File: src/rtl/mbo_uart_tx.sv
// mbo_uart_tx: UART transmitter (8N1, LSB first) fed by a small byte FIFO.
// Define MBO_UART_TX_PARITY_EN to insert an even-parity bit between data and stop.
module mbo_uart_tx #(
    parameter int CLKS_PER_BIT = 1,
    parameter int FIFO_DEPTH   = 4
) (
    input  logic       i_Clock,
    input  logic       rst,
    input  logic       i_Tx_DV,
    input  logic [7:0] i_Tx_Byte,
    output logic       o_Tx_Ready,
    output logic       o_Tx_Serial,
    output logic       o_Tx_Active,
    output logic       o_Tx_Done,
    output logic       o_Tx_Ovf
);
    localparam int PTR_W = (FIFO_DEPTH > 1) ? $clog2(FIFO_DEPTH) : 1;
    localparam int CNT_W = PTR_W + 1;
    localparam logic [CNT_W-1:0] FULL_COUNT = CNT_W'(FIFO_DEPTH);
    localparam logic [15:0]      LAST_CLK   = 16'(CLKS_PER_BIT - 1);

    typedef enum logic [2:0] {
        S_IDLE    = 3'd0,
        S_START   = 3'd1,
        S_DATA    = 3'd2,
        S_STOP    = 3'd3,
        S_CLEANUP = 3'd4,
        S_PARITY  = 3'd5
    } state_t;

    state_t           state_reg;
    logic [7:0]       fifo_mem [FIFO_DEPTH];
    logic [PTR_W-1:0] wr_ptr_reg;
    logic [PTR_W-1:0] rd_ptr_reg;
    logic [CNT_W-1:0] count_reg;
    logic [7:0]       shift_reg;
    logic [2:0]       bit_idx_reg;
    logic [15:0]      clk_cnt_reg;
    logic             wr_en;
    logic             pop;
    logic             bit_end;

    // Ready comes from the registered count, so a write into a full FIFO is
    // rejected even if the FSM pops in the same cycle.
    assign o_Tx_Ready = (count_reg != FULL_COUNT);
    assign wr_en      = i_Tx_DV && o_Tx_Ready;
    assign pop        = (state_reg == S_IDLE) && (count_reg != '0);
    assign bit_end    = (clk_cnt_reg == LAST_CLK);

    always_ff @(posedge i_Clock) begin
        if (wr_en) begin
            fifo_mem[wr_ptr_reg] <= i_Tx_Byte;
        end
    end

    always_ff @(posedge i_Clock or posedge rst) begin
        if (rst) begin
            wr_ptr_reg <= '0;
            rd_ptr_reg <= '0;
            count_reg  <= '0;
            o_Tx_Ovf   <= 1'b0;
        end else begin
            o_Tx_Ovf <= i_Tx_DV && !o_Tx_Ready;
            if (wr_en) begin
                wr_ptr_reg <= wr_ptr_reg + PTR_W'(1);
            end
            if (pop) begin
                rd_ptr_reg <= rd_ptr_reg + PTR_W'(1);
            end
            unique case ({wr_en, pop})
                2'b10:   count_reg <= count_reg + CNT_W'(1);
                2'b01:   count_reg <= count_reg - CNT_W'(1);
                default: count_reg <= count_reg;
            endcase
        end
    end

    // o_Tx_Serial is driven straight from a flop so it can be packed into the IOB.
    always_ff @(posedge i_Clock or posedge rst) begin
        if (rst) begin
            state_reg   <= S_IDLE;
            o_Tx_Serial <= 1'b1;
            o_Tx_Active <= 1'b0;
            o_Tx_Done   <= 1'b0;
            shift_reg   <= '0;
            bit_idx_reg <= '0;
            clk_cnt_reg <= '0;
        end else begin
            case (state_reg)
                S_IDLE: begin
                    o_Tx_Serial <= 1'b1;
                    o_Tx_Active <= 1'b0;
                    o_Tx_Done   <= 1'b0;
                    if (pop) begin
                        shift_reg   <= fifo_mem[rd_ptr_reg];
                        o_Tx_Serial <= 1'b0;
                        o_Tx_Active <= 1'b1;
                        clk_cnt_reg <= '0;
                        state_reg   <= S_START;
                    end
                end
                S_START: begin
                    if (bit_end) begin
                        clk_cnt_reg <= '0;
                        o_Tx_Serial <= shift_reg[0];
                        bit_idx_reg <= '0;
                        state_reg   <= S_DATA;
                    end else begin
                        clk_cnt_reg <= clk_cnt_reg + 16'd1;
                    end
                end
                S_DATA: begin
                    if (bit_end) begin
                        clk_cnt_reg <= '0;
                        if (bit_idx_reg == 3'd7) begin
`ifdef MBO_UART_TX_PARITY_EN
                            o_Tx_Serial <= ^shift_reg;
                            state_reg   <= S_PARITY;
`else
                            o_Tx_Serial <= 1'b1;
                            state_reg   <= S_STOP;
`endif
                        end else begin
                            bit_idx_reg <= bit_idx_reg + 3'd1;
                            o_Tx_Serial <= shift_reg[bit_idx_reg + 3'd1];
                        end
                    end else begin
                        clk_cnt_reg <= clk_cnt_reg + 16'd1;
                    end
                end
`ifdef MBO_UART_TX_PARITY_EN
                S_PARITY: begin
                    if (bit_end) begin
                        clk_cnt_reg <= '0;
                        o_Tx_Serial <= 1'b1;
                        state_reg   <= S_STOP;
                    end else begin
                        clk_cnt_reg <= clk_cnt_reg + 16'd1;
                    end
                end
`endif
                S_STOP: begin
                    if (bit_end) begin
                        clk_cnt_reg <= '0;
                        o_Tx_Active <= 1'b0;
                        o_Tx_Done   <= 1'b1;
                        state_reg   <= S_CLEANUP;
                    end else begin
                        clk_cnt_reg <= clk_cnt_reg + 16'd1;
                    end
                end
                S_CLEANUP: begin
                    o_Tx_Done <= 1'b0;
                    state_reg <= S_IDLE;
                end
                default: begin
                    o_Tx_Serial <= 1'b1;
                    o_Tx_Active <= 1'b0;
                    o_Tx_Done   <= 1'b0;
                    clk_cnt_reg <= '0;
                    state_reg   <= S_IDLE;
                end
            endcase
        end
    end
endmodule

File: config.mk
export PLATFORM = sky130hd
export DESIGN_NAME = mbo_uart_tx
export DESIGN_NICKNAME = d
export VERILOG_FILES = /design/src/rtl/mbo_uart_tx.sv
export SDC_FILE = /design/constraint.sdc
export NUM_CORES = 1
export LEC_CHECK = 0
export ABC_CLOCK_PERIOD_IN_PS = 2300
export CORE_AREA = 2 2 83 85
export CTS_CLUSTER_SIZE = 24
export DETAILED_ROUTE_END_ITERATION = 6
export DIE_AREA = 0 0 85 87
export PLACE_DENSITY = 0.77
export SETUP_SLACK_MARGIN = 0.02
export SLEW_MARGIN = 20
export SYNTH_ARGS = -nofsm -noshare
export SYNTH_HDL_FRONTEND = slang
export SYNTH_SLANG_ARGS = --single-unit
File: constraint.sdc
create_clock -name i_Clock -period 2.3 [get_ports i_Clock]
set_clock_uncertainty 0.1 [all_clocks]
set_input_delay 0.23 -clock i_Clock [delete_from_list [all_inputs] [get_ports i_Clock]]
set_output_delay 0.23 -clock i_Clock [all_outputs]
set_load 0.02 [all_outputs]
After elaboration in Yosys (flattened, before gate mapping). Memory sizes are Yosys's and may differ from the RTL's. A register that Yosys moved wholly into a read port is not among the register bits. Cells that the tools add are included.

Register bits after elaboration: 33. RAM bits: 32. Logic and storage cells: 84. Memories kept: 1.

Add/sub/neg operators: 6. Magnitude comparators: 1. Eq/ne operators: 14. Mux-type cells: 28. Bitwise operators: 4. Reductions and logical operators: 20.

Memory list: fifo_mem (words 4, width 8, rd ports 1, clocked after Yosys merged registers in 1, write ports 1, line 32) `logic [7:0] fifo_mem [FIFO_DEPTH];`.

Operator list (count): one-hot mux 16 bit (3 select lines) (1); 2-to-1 mux 16 bit (2); 2-to-1 mux 3 bit (8); adder 16 x 1 -> 16 bit (second input constant) (1); zero test 16 bit (1); inequality test 2 bit (second input constant) (6); one-hot mux 3 bit (2 select lines) (2); one-hot mux 3 bit (4 select lines) (1); 2-to-1 mux 1 bit (10); AND reduction 2 bit (4); adder 3 x 1 -> 3 bit (second input constant) (2); == test 3 x 2 -> 1 bit (second input constant) (2); == test 3 bit (second input constant) (2); OR reduction 3 bit (2); AND reduction 5 bit (1); adder 2 x 1 -> 2 bit (second input constant) (2); less-than comparator 3 x 4 -> 1 bit (second input constant) (1); inverter 1 bit (4); one-hot mux 1 bit (4 select lines) (1); AND reduction 4 bit (1); nonzero test 2 bit (2); OR reduction 2 bit (2); binary-select mux 1 bit (select 3 bit) (1); == test 3 x 1 -> 1 bit (second input constant) (1); 11 further kinds (13).

Longest topological paths before layout. Gate-level depths: netlist of the first run.

Depth in word-level cells: 6. Mapped depth: 9. Mapped depth without buffers: 9.

Worst setup path before layout of the first run. No wires, ideal clock.

Path kind: reg-to-reg. From: reg state_reg[0]. To: reg count_reg[2]. Data arrival time: 2213 ps. Data required time: 2121 ps. Path slack: -93 ps. Cell stages (with the launch flop): 10. Path buffers: 2. Period minus slack after synthesis: 2393 ps. Path through: dfrtp_1 -> buf_2 -> nor4_1 -> buf_2 -> ha_1 -> inv_1 -> fa_1 -> xor2_1 -> nor2_1 -> xor2_1.

Cells in the longest elaborated chain, start to end: 4.

RTL lines: from (decl) (line 31) `state_t state_reg;`; from (signal assigned) (line 81) `state_reg <= S_IDLE;`; from (signal assigned) (line 99) `state_reg <= S_START;`; from (signal assigned) (line 107) `state_reg <= S_DATA;`; zero test 3 bit (*) (line 47) `assign pop = (state_reg == S_IDLE) && (count_reg != '0);`; logical AND 1 bit (*) (line 47); net pop (line 40) `logic pop;`; == test 2 x 1 -> 1 bit or == test 2 bit (tied branches) (line 70) `unique case ({wr_en, pop})`; one-hot mux 3 bit (2 select lines) or nonzero test 2 bit (tied branches); to (signal assigned) (line 71) `2'b10: count_reg <= count_reg + CNT_W'(1);`; to (signal assigned) (line 72) `2'b01: count_reg <= count_reg - CNT_W'(1);`; to (signal assigned) (line 73) `default: count_reg <= count_reg;`; to (decl) (line 35) `logic [CNT_W-1:0] count_reg;`.

Mark *: on every way through the listed nets, which the timed path passes. The rest lies on a longest branch. A chain may end at the register's enable or synchronous reset.

Final worst setup path of the first run.
From: reg count_reg[0]. To: reg count_reg[2].

Cells in the longest elaborated chain, start to end: 4.

RTL lines (line): inequality test 3 bit or nonzero test 3 bit (tied branches) (45, 47); logical AND 1 bit, on equally long branches (46, 47); == test 2 x 1 -> 1 bit or == test 2 bit (tied branches) (70); one-hot mux 3 bit (2 select lines) or nonzero test 2 bit (tied branches).

Several ways; a longest one is shown, not always the timed one.

==> run_results.csv, run 1 <==
group,metric,value,unit
place,post-dp-hpwl,4.18,mm
layout,antennaDiodeCount,0,
die,dieArea,0.00740,mm2
die,core-area,0.00657,mm2
die,die_h,87,um
layout,multi_input_area,0.00132,mm2
setup_path,cp_cell_sequence,"nor3_1 -> nor4_2 -> ha_2 -> inv_1 -> fa_1 -> xor2_1 -> nor2_1 -> xor2_1",
synth,postSynthAreaPerCell,12.6,um2
setup_path,cpMaxStageDelayCell,"fa_1",
setup_path,worstPathRequired,2460,ps
sta,max_slew_margin,0.647,
layout,area_delta_synth_final,14.6,%
worst_hold_path,worstHoldPathType,"in2async",
sta,fin_ws,104,ps
setup_path,rr_startpoint,"count_reg[0]$_DFFE_PP0P_",
setup_path,worst-path-buf-inv,1,
setup_path,worst-setup-path-type,"reg2reg",
cts,cts_buffer_depth,2,
sta,setup_violations,0,
layout,drive_gt1_frac,0.188,
place,dpl_cell_area,0.00367,mm2
synth,synth_area_leaders,"dfrtp_1 29%, edfxtp_1 28%, mux4_2 6.6%, ha_1 3.3%, nand2_1 2.9%",
cts,htreeDepth,3,
outcome,status,"finished, final reports clean",
layout,nets,319,
cts,clock-sinks,73,
layout,postLayoutCoreUtil,0.594,
synth,synthCells,269,
place,globalplace.congestion,0.817,
setup_path,cp-end-kind,"flop",
route,drt_pass1_iterations,4,
layout,largest_reg_flops,32,
setup_path,critical-path-max-stage-delay,400,ps
setup_path,cp.arrival,2360,ps
die,initial_core_util,0.518,
route,via_per_inst,5.63,
synth,ys.warnings.count,0,
die,die_w,85,um
job,drv_cap,0,
route,drc,0,
sta,layout_min_cycle_time,2200,ps
pwr,p_per_area,1180,mW/mm2
synth,yosys.area.top_type,"dfrtp_1",
synth,ys_seq_elements,73,
synth,syn_area,0.00340,mm2
setup_path,setup.worst_path.start_class,"flop",
pwr,power,4600,uW
sta,drv_slew,0,
layout,final-seq-area,0.00199,mm2
cts,cts_tree,"built",
pwr,max-vdd-ir-drop,0.612,mV
route,totalWireLength,6.09,mm
cts,root_buffer,"clkbuf_8",
place,numPortBuffers,15,
pwr,cellLeakagePower,0.00153,uW
place,dp_slack,129,ps
setup_path,cp-startpoint,"count_reg[0]$_DFFE_PP0P_",
layout,fillers,503,
die,rows,30,
grt,grt_pass1_wl,9.95,mm
cts,insertion_delay,340,ps
layout,final_design_area_no_fill,0.00390,mm2
route,drt_iter0_drc,118,
grt,grt_max_degree,42,
grt,antenna_found_initial,0,
synth,seq_area_frac_synth,0.584,
route,wl_per_cell,15.9,um
sta,min_period_over_period,0.955,
route,via_count,2156,
route,drtAntennaViolNets,0,
die,ios,16,
grt,grt_usage,0.175,
setup_path,cpMostUsedCell,"xor2_1",
grt,grt_pass1_vias,2143,
sta,worstMarginPinSlew,529,ps
sta,whs,231,ps
setup_path,worstPathMaxFanout,3,
synth,synth_top_area_share,0.294,
grt,grt-ovfl-total,0,
sta,hold_viol,0,
setup_path,crit_family,"adder cells",
synth,synth_fp_nets,290,
cts,clkSlewWorstSetupHoldPaths,70,ps
sta,fmax,455,MHz
synth,synth_cell_types,50,
cts,cts_buffers,9,
[synth_stat cells (all sizes together)]
master / instances
mux2: 10
and4: 1
dfrtp: 40
nor2b: 1
o21ai: 19
nand3b: 1
mux4: 10
o31ai: 1
a31oi: 1
xnor2: 3
or2: 2
or3: 2
fa: 1
and3: 7
o21a: 2
a21oi: 6
a311oi: 1
a21boi: 1
xor2: 4
clkbuf: 2
nor4: 5
nand2b: 3
o22ai: 1
mux2i: 4
a22o: 3
edfxtp: 32
nor3: 10
nand3: 15
or4: 1
nand4: 2
inv: 10
buf: 10
nor3b: 1
dfstp: 1
nand2: 26
a211oi: 4
a21o: 3
nor4b: 1
ha: 9
nor2: 13
[area by class of cell]
type,instances,share of cell area
sequential,73,0.510
multi-input combinational,174,0.337
inverter,10,0.00962
clock inverter,5,0.0141
tap,80,0.0257
clock buffer,11,0.0363
timing repair buffer,30,0.0674
[timing repair]
| action | in CTS | in global routing |
|---|---|---|
| endpoints found under the setup margin | 0 | 4 |
| resized for setup | 0 | 3 |
| hold buffers | 0 | 0 |
| buffers inserted | 0 | 4 |
[routing by layer]
layer  wire (um)  global-route usage  vias up
met2        3150               0.293       30
met1        2680               0.222     1075
met3         162              0.0398        8
met4          97              0.0750        0
li1            -                   -     1043
met5           0                   0        -
[worst register-to-register path: stages (launching register included)]
cell     delay (ps)
dfrtp_1         380
nor3_1           90
nor4_2          360
ha_2            260
inv_1            50
fa_1            400
xor2_1          160
nor2_1          130
xor2_1          180
[report_power, final]
group,total (uW),switching [uW],internal [uW]
combinational,1700,856,845
sequential,1910,193,1720
clock,990,463,527
total,4600,1510,3090
[cells in the final DEF (no fill, tap or decap), types with 11 or more instances in the layout]
master / Yosys / layout
nand2_1: 26 / 25
clkdlybuf4s50_1: 0 / 15
nor2_1: 11 / 11
nand3_1: 14 / 14
buf_4: 2 / 15
o21ai_0: 15 / 15
edfxtp_1: 32 / 32
dfrtp_1: 40 / 40
[per-stage QoR]
step,TNS [ps],cells
after floorplan,0,269
final,0,383
after detailed placement,0,363
after CTS,0,379
after global placement,0,363
after global routing,-7.44,383
[cell families after synthesis]
| family | Yosys count | share of synthesized area |
|---|---|---|
| compound gates | 42 | 0.0765 |
| xor+xnor | 7 | 0.0180 |
| fa+ha+maj | 10 | 0.0390 |
| buf+inv | 22 | 0.0327 |
| flops | 73 | 0.584 |
| mux | 24 | 0.111 |
| simple gates | 91 | 0.138 |
[final timing paths]
| kind | end | slack, ps | cells after the start |
|---|---|---|---|
| setup / recovery | count_reg[2]$_DFFE_PP0P_ | 100 | 8 |
| hold / removal | clk_cnt_reg[15]$_DFFE_PP0P_ | 230 | 3 |
| setup reg to reg | count_reg[2]$_DFFE_PP0P_ | 100 | 8 |
| hold reg to reg | bit_idx_reg[2]$_DFFE_PP0P_ | 390 | 2 |
| max in group asynchronous | o_Tx_Serial$_DFFE_PP1P_ | 1500 | 3 |
| min in group i_Clock | bit_idx_reg[2]$_DFFE_PP0P_ | 390 | 2 |
Note: power is estimated with default switching activity, not from simulation.
==> run 2, diff against run 1 <==
--- a/config.mk
+++ b/config.mk
@@ -5,12 +5,14 @@
 export SDC_FILE = /design/constraint.sdc
 export NUM_CORES = 1
 export LEC_CHECK = 0
-export ABC_CLOCK_PERIOD_IN_PS = 2300
+export ABC_CLOCK_PERIOD_IN_PS = 1900
 export CORE_AREA = 2 2 83 85
 export CTS_CLUSTER_SIZE = 24
 export DETAILED_ROUTE_END_ITERATION = 6
 export DIE_AREA = 0 0 85 87
+export MAX_ROUTING_LAYER = met4
 export PLACE_DENSITY = 0.77
+export REMOVE_ABC_BUFFERS = 1
 export SETUP_SLACK_MARGIN = 0.02
 export SLEW_MARGIN = 20
 export SYNTH_ARGS = -nofsm -noshare
==> constraint.sdc (replaced) <==
create_clock -name i_Clock -period 1.9 [get_ports i_Clock]
set_clock_uncertainty 0.1 [all_clocks]
set_input_delay 0.19 -clock i_Clock [delete_from_list [all_inputs] [get_ports i_Clock]]
set_output_delay 0.19 -clock i_Clock [all_outputs]
set_load 0.02 [all_outputs]
==> run_results.csv, run 2 (synthesized netlist as in run 1, its figures left out) <==
group,metric,value,unit
cts,cts_tree,"built",
die,initial_core_util,0.518,
outcome,violations,"setup timing",
layout,postLayoutCoreUtil,0.666,
route,via_count,2393,
sta,fmax,511,MHz
die,die_h,87,um
cts,clkSlewWorstSetupHoldPaths,80,ps
setup_path,cp.arrival,2130,ps
setup_path,crit_family,"adder cells",
setup_path,critical-path-max-stage-delay,420,ps
sta,rsz0062_at_grt,"yes",
sta,setup_violations,1,
place,globalplace.congestion,0.960,
setup_path,reg2regPathDepth,7,
place,numPortBuffers,15,
route,drt_pass1_iterations,4,
die,ios,16,
sta,fin_ws,-55.3,ps
cts,cts_buffers,9,
cts,cts_buffer_depth,2,
die,dieArea,0.00740,mm2
die,die_w,85,um
setup_path,cpMaxStageDelayCell,"dfrtp_1",
sta,drv_slew,0,
cts,htreeDepth,3,
cts,root_buffer,"clkbuf_8",
die,core-area,0.00657,mm2
layout,layout_common_cells,"48 x buf_4, 39 x dfrtp_1, 32 x edfxtp_1, 25 x nand2_1, 14 x clkdlybuf4s50_1",
place,post-dp-hpwl,4.79,mm
route,wl_per_cell,16.0,um
setup_path,cpMostUsedCell,"xor2_1",
route,drt_iter0_drc,126,
setup_path,worstPathMaxFanout,2,
die,rows,30,
grt,grt_max_degree,17,
route,drc,0,
cts,clock-sinks,73,
setup_path,cp_cell_sequence,"nor4_4 -> ha_2 -> inv_2 -> fa_2 -> xor2_1 -> nor2_1 -> xor2_1",
setup_path,worst-path-buf-inv,1,
setup_path,worstPathRequired,2070,ps
grt,grt-ovfl-total,0,
cts,insertion_delay,340,ps
sta,min_period_over_period,1.03,
sta,layout_min_cycle_time,1960,ps
setup_path,path_depth,7,
route,totalWireLength,6.79,mm
worst_hold_path,worstHoldPathType,"in2async",
grt,grt_pass1_wl,11.3,mm
grt,grt_usage,0.204,
sta,max_slew_margin,0.674,
setup_path,setup.worst_path.start_class,"flop",
layout,drive_gt1_frac,0.354,
place,post-place-cells,402,
pwr,p_per_area,1350,mW/mm2
layout,final_cells,425,
route,via_per_inst,5.63,
layout,final_common_cell,"buf_4",
outcome,status,"finished, violations left",
route,drtAntennaViolNets,0,
layout,antennaDiodeCount,0,
pwr,cellLeakagePower,0.00179,uW
pwr,max-vdd-ir-drop,0.816,mV
layout,area_delta_synth_final,28.7,%
layout,nets,361,
job,drv_cap,0,
setup_path,worst-setup-path-type,"reg2reg",
sta,hold_viol,0,
setup_path,cp-end-kind,"flop",
grt,grt_pass1_vias,2452,
layout,largest_reg_flops,32,
sta,worstMarginPinSlew,484,ps
grt,antenna_found_initial,0,
==> run 2: worst paths after layout <==
path / startpoint / end / slack, ps
max: state_reg[1]$_DFFE_PP0P_ / count_reg[2]$_DFFE_PP0P_ / -60
min: rst / shift_reg[6]$_DFFE_PP0P_ / 60
max reg2reg: state_reg[1]$_DFFE_PP0P_ / count_reg[2]$_DFFE_PP0P_ / -60
min reg2reg: shift_reg[3]$_DFFE_PP0P_ / shift_reg[3]$_DFFE_PP0P_ / 410
max in group asynchronous: rst / clk_cnt_reg[11]$_DFFE_PP0P_ / 1100
min in group i_Clock: i_Tx_Byte[0] / fifo_mem[2][0]$_DFFE_PP_ / 370
==> run 2: area by class of cell <==
| type | count | area (um2) |
|---|---|---|
| fill | 448 | 2190 |
| sequential | 73 | 1990 |
| multi-input combinational | 175 | 1440 |
| timing repair buffer | 71 | 608 |
| clock buffer | 9 | 124 |
| tap | 80 | 100 |
| clock inverter | 7 | 76.3 |
| inverter | 10 | 37.5 |
==> run 2: report_power, final <==
group          leakage (uW)  internal [uW]  switching, uW
combinational      0.000877           1230           1110
clock             0.0000962            615            599
sequential         0.000819           2080            269
==> run 2: metrics by stage <==
step           power, uW  TNS [ps]  setup WS, ps  hold WS (ps)  cell area, um2
2_1_floorplan       3670     -8840         -1240           189            3330
3_3_place_gp        4380      -143         -91.2           363            3970
3_5_place_dp        4500      -996          -126           395            3970
4_1_cts             5810     -52.5         -52.5          74.7            4240
5_1_grt             6250      -825          -130          97.2            4380
6_report            5900     -55.3         -55.3          58.9            4380
==> run 2: layer usage <==
metal  share of wire  track usage  vias up
li1                -            -     1141
met1            0.41        0.233     1188
met2            0.54        0.354       50
met3           0.035       0.0360       14
met4           0.020       0.0895        0
met5               0            -        -
==> run 2: worst reg2reg max path, cell delays in order (launching register included) <==
cell     delay [ps]
dfrtp_1         420
nor4_4          340
ha_2            240
inv_2            40
fa_2            330
xor2_1          150
nor2_1          130
xor2_1          140
==> run 2: repair_timing <==
item,CTS,global route
setup endpoints to repair,19,23
hold buffers,0,0
gates cloned,0,1
setup buffers,1,5
gates resized for setup,19,27
pin swaps,12,14
